--- src/rtl/ps2_key_tracker.sv ---
// PS/2 set-2 receiver: synchronizes the raw pins, frames bytes with a watchdog,
// and tracks the held key, press flag and press count. Optional macro: PS2_PARITY_CHECK_EN.
module ps2_key_tracker #(
    parameter int TIMEOUT_CYCLES = 50000
) (
    input  logic       clk,
    input  logic       rst,
    input  logic       ps2_clk,
    input  logic       ps2_data,
    output logic [7:0] key,
    output logic       is_press,
    output logic [7:0] count,
    output logic       byte_valid,
    output logic       frame_err
);
    localparam int WD_W = $clog2(TIMEOUT_CYCLES + 1);

    typedef enum logic [1:0] {IDLE, DATA, PARITY, STOP} state_t;

    state_t      state, state_nxt;
    logic        clk_s1, clk_s2, clk_s3;
    logic        data_s1, data_s2;
    logic        fall;
    logic [2:0]  bitcnt, bitcnt_nxt;
    logic [7:0]  shreg, shreg_nxt;
    logic        par_bit, par_nxt;
    logic        parity_ok;
    logic [WD_W-1:0] wd;
    logic        expire;
    logic        frame_ok, frame_bad;
    logic        brk_pend;

    // Sync flops reset to the idle-high line level so reset never fakes a falling edge.
    always_ff @(posedge clk) begin
        if (rst) begin
            clk_s1  <= 1'b1;
            clk_s2  <= 1'b1;
            clk_s3  <= 1'b1;
            data_s1 <= 1'b1;
            data_s2 <= 1'b1;
        end else begin
            clk_s1  <= ps2_clk;
            clk_s2  <= clk_s1;
            clk_s3  <= clk_s2;
            data_s1 <= ps2_data;
            data_s2 <= data_s1;
        end
    end

    assign fall = clk_s3 & ~clk_s2;

`ifdef PS2_PARITY_CHECK_EN
    assign parity_ok = ^{shreg, par_bit};
`else
    assign parity_ok = 1'b1;
`endif

    // wd holds (cycles since the last fall) - 1, so expiry lands TIMEOUT_CYCLES after it.
    assign expire = (state != IDLE) && !fall && (wd == WD_W'(TIMEOUT_CYCLES - 1));

    always_comb begin
        state_nxt  = state;
        bitcnt_nxt = bitcnt;
        shreg_nxt  = shreg;
        par_nxt    = par_bit;
        frame_ok   = 1'b0;
        frame_bad  = 1'b0;
        if (fall) begin
            case (state)
                IDLE: begin
                    if (!data_s2) begin
                        state_nxt  = DATA;
                        bitcnt_nxt = 3'd0;
                    end
                end
                DATA: begin
                    shreg_nxt  = {data_s2, shreg[7:1]};
                    bitcnt_nxt = bitcnt + 3'd1;
                    if (bitcnt == 3'd7) state_nxt = PARITY;
                end
                PARITY: begin
                    par_nxt   = data_s2;
                    state_nxt = STOP;
                end
                STOP: begin
                    state_nxt = IDLE;
                    if (data_s2 && parity_ok) frame_ok = 1'b1;
                    else                      frame_bad = 1'b1;
                end
                default: state_nxt = IDLE;
            endcase
        end else if (expire) begin
            state_nxt = IDLE;
            frame_bad = 1'b1;
        end
    end

    always_ff @(posedge clk) begin
        if (rst) begin
            state   <= IDLE;
            bitcnt  <= 3'd0;
            shreg   <= 8'h00;
            par_bit <= 1'b0;
        end else begin
            state   <= state_nxt;
            bitcnt  <= bitcnt_nxt;
            shreg   <= shreg_nxt;
            par_bit <= par_nxt;
        end
    end

    always_ff @(posedge clk) begin
        if (rst || fall || state_nxt == IDLE) wd <= '0;
        else                                  wd <= wd + WD_W'(1);
    end

    // Make/break decode; shreg already holds the complete byte while in STOP.
    always_ff @(posedge clk) begin
        if (rst) begin
            key        <= 8'h00;
            is_press   <= 1'b0;
            count      <= 8'h00;
            brk_pend   <= 1'b0;
            byte_valid <= 1'b0;
            frame_err  <= 1'b0;
        end else begin
            byte_valid <= frame_ok;
            frame_err  <= frame_bad;
            if (frame_ok) begin
                if (shreg == 8'hF0) begin
                    brk_pend <= 1'b1;
                end else if (brk_pend) begin
                    brk_pend <= 1'b0;
                    if (is_press && shreg == key) is_press <= 1'b0;
                end else if (!(is_press && shreg == key)) begin
                    key      <= shreg;
                    is_press <= 1'b1;
                    count    <= count + 8'd1;
                end
            end
        end
    end
endmodule

--- config.mk ---
export PLATFORM = sky130hd
export DESIGN_NAME = ps2_key_tracker
export DESIGN_NICKNAME = d
export VERILOG_FILES = /design/src/rtl/ps2_key_tracker.sv
export SDC_FILE = /design/constraint.sdc
export NUM_CORES = 1
export LEC_CHECK = 0
export CORE_AREA = 2 2 75 77
export DETAILED_ROUTE_END_ITERATION = 6
export DIE_AREA = 0 0 77 79
export GPL_ROUTABILITY_DRIVEN = 0
export PLACE_DENSITY = 0.65
export REMOVE_ABC_BUFFERS = 1
export SKIP_LAST_GASP = 1
export SYNTH_ARGS = -nofsm -noshare
export SYNTH_HDL_FRONTEND = slang
export SYNTH_SLANG_ARGS = --single-unit
--- constraint.sdc ---
create_clock -name clk -period 2.32 [get_ports clk]
set_input_delay 0.464 -clock clk [delete_from_list [all_inputs] [get_ports clk]]
set_output_delay 0.464 -clock clk [all_outputs]
set_load 0.01 [all_outputs]
Word level (Yosys, flattened, before mapping)
Cells that the tools add are included.
{"block": "op_classes", "muxes": 18, "eq_ne": 10, "n_reduce_logical": 14, "bitwise": 5, "addsub": 3}
{"cell": "$add A16 B1 Y16 const B", "n": 1}
{"cell": "$eq A16 B16 Y1 const B", "n": 1}
{"cell": "$mux W1", "n": 11}
{"cell": "$add A8 B1 Y8 const B", "n": 1}
{"cell": "$eq A8 B8 Y1", "n": 1}
{"cell": "$eq A8 B8 Y1 const B", "n": 1}
{"cell": "$mux W2", "n": 4}
{"cell": "$pmux W2 S4", "n": 1}
{"cell": "$reduce_and A4 Y1", "n": 2}
{"cell": "$pmux W3 S2", "n": 1}
{"cell": "$eq A2 B2 Y1 const B", "n": 2}
{"cell": "$logic_not A2 Y1", "n": 2}
{"cell": "$ne A2 B2 Y1 const B", "n": 2}
{"cell": "$not A1 Y1", "n": 4}
{"cell": "$reduce_bool A2 Y1", "n": 2}
{"cell": "$add A3 B1 Y3 const B", "n": 1}
{"cell": "$eq A3 B3 Y1 const B", "n": 1}
{"cell": "$logic_and A1 B1 Y1", "n": 3}
{"cell": "$mux W3", "n": 1}
{"cell": "$reduce_and A3 Y1", "n": 1}
{"cell": "$eq A2 B1 Y1 const B", "n": 1}
{"cell": "$logic_or A1 B1 Y1", "n": 2}
{"cell": "$ne A2 B1 Y1 const B", "n": 1}
{"cell": "$reduce_and A2 Y1", "n": 1}
{"cell": "other kinds (2)", "n": 2}
{"block": "word_totals", "wordCells": 65, "reg_bits": 54}

Logic depth before layout (Yosys ltp)
{"block": "logic_depth", "ltp_word": 9, "ltp_mapped": 9, "ltp_nobuf": 6}

Worst setup path before layout
No wires, ideal clock.
{"block": "synth_timing", "path_type": "reg2reg", "startpoint": "reg wd[0]", "endpoint": "reg wd[10]", "stages_incl_launch_ff": 10, "t_arrival_ps": 1734, "n_path_buf": 3, "setup_slack_ps": 523, "path_cell_list": "dfxtp_1 ha_1 and3_1 clkbuf_1 nand4_1 nand2_1 or3_1 clkbuf_1 buf_2 nor2_1"}
{"block": "synth_via", "elab_chain_len": 6}
{"element": "from (decl)", "line": "28", "text": "logic [WD_W-1:0] wd;"}
{"element": "from (signal assigned)", "line": "114", "text": "else wd <= wd + WD_W'(1);"}
{"element": "$eq A16 B16 Y1", "line": "59", "text": "assign expire = (state != IDLE) && !fall && (wd == WD_W'(TIMEOUT_CYCLES - 1));"}
{"element": "$logic_and A1 B1 Y1", "line": "59"}
{"element": "$mux W2", "line": "92", "text": "end else if (expire) begin"}
{"element": "$mux W2", "line": "68", "text": "if (fall) begin"}
{"element": "$logic_not A2 Y1", "line": "113", "text": "if (rst || fall || state_nxt == IDLE) wd <= '0;"}
{"element": "$logic_or A1 B1 Y1", "line": "113"}
Several ways; a longest one is shown, not always the timed one.
A chain may end at the register's enable or synchronous reset.

Worst setup path after layout
{"block": "layout_timing", "startpoint": "reg state[0]", "endpoint": "reg count[6]"}
{"block": "layout_via", "elab_chain_len": 4}
{"element": "from (decl)", "line": "20", "text": "state_t state, state_nxt;"}
{"element": "from (signal assigned)", "line": "105", "text": "state <= state_nxt;"}
{"element": "$eq A2 B2 Y1", "line": "69", "text": "case (state)"}
{"element": "$mux W1", "line": "69"}
{"element": "$mux W1", "line": "68"}
{"element": "$reduce_and A4 Y1 (no source line)"}
{"element": "to (signal assigned)", "line": "138", "text": "count <= count + 8'd1;"}
{"element": "to (decl)", "line": "12", "text": "output logic [7:0] count,"}
No other way between the ends.

==> results.md <==
- Post-CTS Setup Repair Bufs: 0
- Placed insts: 356
- Pins over their slew limit: 0
- Die Span Y: 79 microns
- Final Cycle Share: 86.7%
- GRT overflow: 0
- TNS Setup: 0 ns
- Mean area per synthesized cell: 8.66 sq um
- Number of port buffers: 22
- CP required: 2.55 ns
- Initial Util: 44.3%
- Post-Syn Area: 0.00236 sq mm
- Antenna violations before repair: 0
- Die span in x: 77 microns
- First-pass GRT wire length: 7580 microns
- Crit-path cells: nand3_1 -> nor2_2 -> nand3b_2 -> or4_1 -> a21oi_1
- Synth cell types: 40
- Hold Path Class: reg -> reg
- Compound-Gate Fraction of Synth Area: 11.4%
- Post-Synth Simple-Gate Area: 27.5%
- Slowest library cell on the worst path: or4_1
- Row Count: 27
- Final WL: 4310 microns
- Top FF cell, synth: dfxtp_1
- TritonCTS clock tree: yes
- ANT nets after route: 0
- Layout cells sized above 1: 4.47%
- Largest family of logic cells by synthesized area: simple AND/OR/NAND/NOR gates
- Die area: 0.00608 sq mm
- Post-synth EDFFs: 0
- Avg Vias per Cell: 5.20
- Syn Inst Count: 273
- VDD IR max: 247 uV
- Most frequent cells in the layout: dfxtp_1, nor2_1, a21oi_1
- Drt pass-1 iters: 4
- Max capacitance violation total: 0
- Clock Tree Buf Depth: 2
- Clock Skews: 0.00651 ns
- CTS Buf Count: 5
- RSZ-0062 raised after global routing: no
- Total net switching power: 0.000290 W
- N_diodes: 0
- Final Core Density: 50.7%
- Multiplexer area fraction after synthesis: 0.952%
- Final Hold Vio Count: 0
- Nets: 299
- Final setup viols: 0
- Slew headroom: 63.0%
- DRC: 0
- Clock power frac: 33.3%
- Async S/R FF share, synth: 0%
- Setup crit end kind: register
- Leakage: 0.943 nW
- Sw Ratio: 20.1%
- Clock sink count: 54
- Vias in the first global route: 1,676
- Worst-Skew Late Latency: 0.29 ns
- Slew @ Worst Pin: 0.555 ns
- Outcome: completed
- Sequential-to-total area share from yosys stat: 45.7%
- Post-Synth Adder-Cell Area: 2.12%
- Syn-to-layout area delta: 14.4%
- DP Wirelength: 2950 microns
- Fillers: 557
- Final non-filler cell total: 363
- CTS Hold Buffers Added: 0
- Minimum clock period: 2.01 ns
- WL per Instance: 11.9 microns
- XOR/XNOR share of the synthesized area: 8.15%
- Io pins: 23
- Vias: 1,888
- Crit-path max FO: 30
- Seq pwr share: 64.8%
- CP arrival: 2.24 ns
- Post-cts resize count: 0
- Root Buffer: clkbuf_8
- Fmax: 497 MHz
- Synth Register Bits: 54
- Hold_ws: 0.407 ns
- Core Area: 0.00534 sq mm
- Slowest stage delay, CP: 0.62 ns
- Gr usage total: 15.4%
- Gate power share: 1.9%
- Pwr Density: 532 mW/mm^2
- Most common cell after layout, fill and taps aside: dfxtp_1
- Power Internal: 0.00115 W
- Crit Path Class: reg -> reg
- Worst setup SP type: register
- Pin count of the biggest net entering global routing: 34
- Syn. warnings: 0
- First DRT Iteration DRCs: 124
- Clock-pin slew on the worst setup and hold paths: 0.09 ns
- CTS H-Tree Depth: 2
[cell families after synthesis]
kind of cell / count (synthesis)
adder cells (fa/ha/maj): 4
AO/OA/AOI/OAI: 49
XOR/XNOR: 22
AND/OR/NAND/NOR: 121
flip-flops: 54
multiplexers: 2
buffers and inverters: 21
[cells in the mapped netlist, types with 4 or more instances]
master,n,area [sq um]
dfxtp_1,54,1080
nor2_1,33,124
a21oi_1,26,130
nand2_1,24,90.1
xor2_1,16,140
nand3_1,13,65.1
o21ai_0,12,60.1
clkbuf_1,9,33.8
or3b_1,9,78.8
and3_1,6,37.5
inv_1,6,22.5
nand4_1,6,37.5
xnor2_1,6,52.6
buf_2,4,20.0
ha_1,4,50.1
nor2b_1,4,25.0
o31ai_1,4,30.0
or2_1,4,25.0
or4_1,4,30.0
[critical path, delay by kind of cell (launching register included)]
| kind | cells | cell delay (ns) |
|---|---|---|
| and+or+nand+nor | 4 | 1.36 |
| DFF | 1 | 0.44 |
| AOI/OAI and AO/OA | 1 | 0.15 |
[layer usage]
metal | vias up | wire, microns | track usage (%)
met1 | 867 | 2170 | 21.1
met5 | - | 0 | 0
li1 | 985 | - | -
met2 | 34 | 1940 | 23.6
met3 | 2 | 148 | 3.86
met4 | 0 | 40 | 5.89
[metrics by stage]
step / total power [W] / instance area [sq um] / worst slack (ns)
CTS: 0.00146 / 2710 / 0.305
global placement: 0.000981 / 2630 / 0.381
floorplan: 0.000961 / 2290 / 0.578
global route: 0.00151 / 2710 / 0.0899
finish: 0.00144 / 2710 / 0.309
detailed placement: 0.000981 / 2630 / 0.324
[worst paths after layout]
kind	slack (ns)	from	cells past startpoint	end
min	0.41	clk_s1	1	clk_s2
min reg2reg	0.41	clk_s1	1	clk_s2
max	0.31	state[0]	5	count[6]
max reg2reg	0.31	state[0]	5	count[6]
[state kept, by name, summed over array words and instances (netlist names)]
name and count:
byte_valid 1, shreg 8, is_press 1, clk_s1 1, count 8, bitcnt 3, clk_s3 1, data_s1 1
clk_s2 1, state 2, data_s2 1, wd 16, brk_pend 1, key 8, frame_err 1
[power by group through the flow]
stage	Sequential, W	Clock, W	Combinational [W]
finish	0.000932	0.000480	0.0000269
global route	0.000933	0.000545	0.0000303
CTS	0.000932	0.000505	0.0000272
detailed placement	0.000954	0	0.0000271
global placement	0.000954	0	0.0000271
floorplan	0.000954	0	0.00000776
[final cells by class]
class	instances	area [sq um]	area share, %
Clock buffer	7	76.3	2.82
Inverter	6	22.5	0.833
Multi-Input combinational cell	198	1180	43.8
Sequential cell	54	1080	40.0
Tap cell	72	90.1	3.33
Timing Repair Buffer	26	250	9.25
No activity file was read; power rests on OpenSTA's default activity.
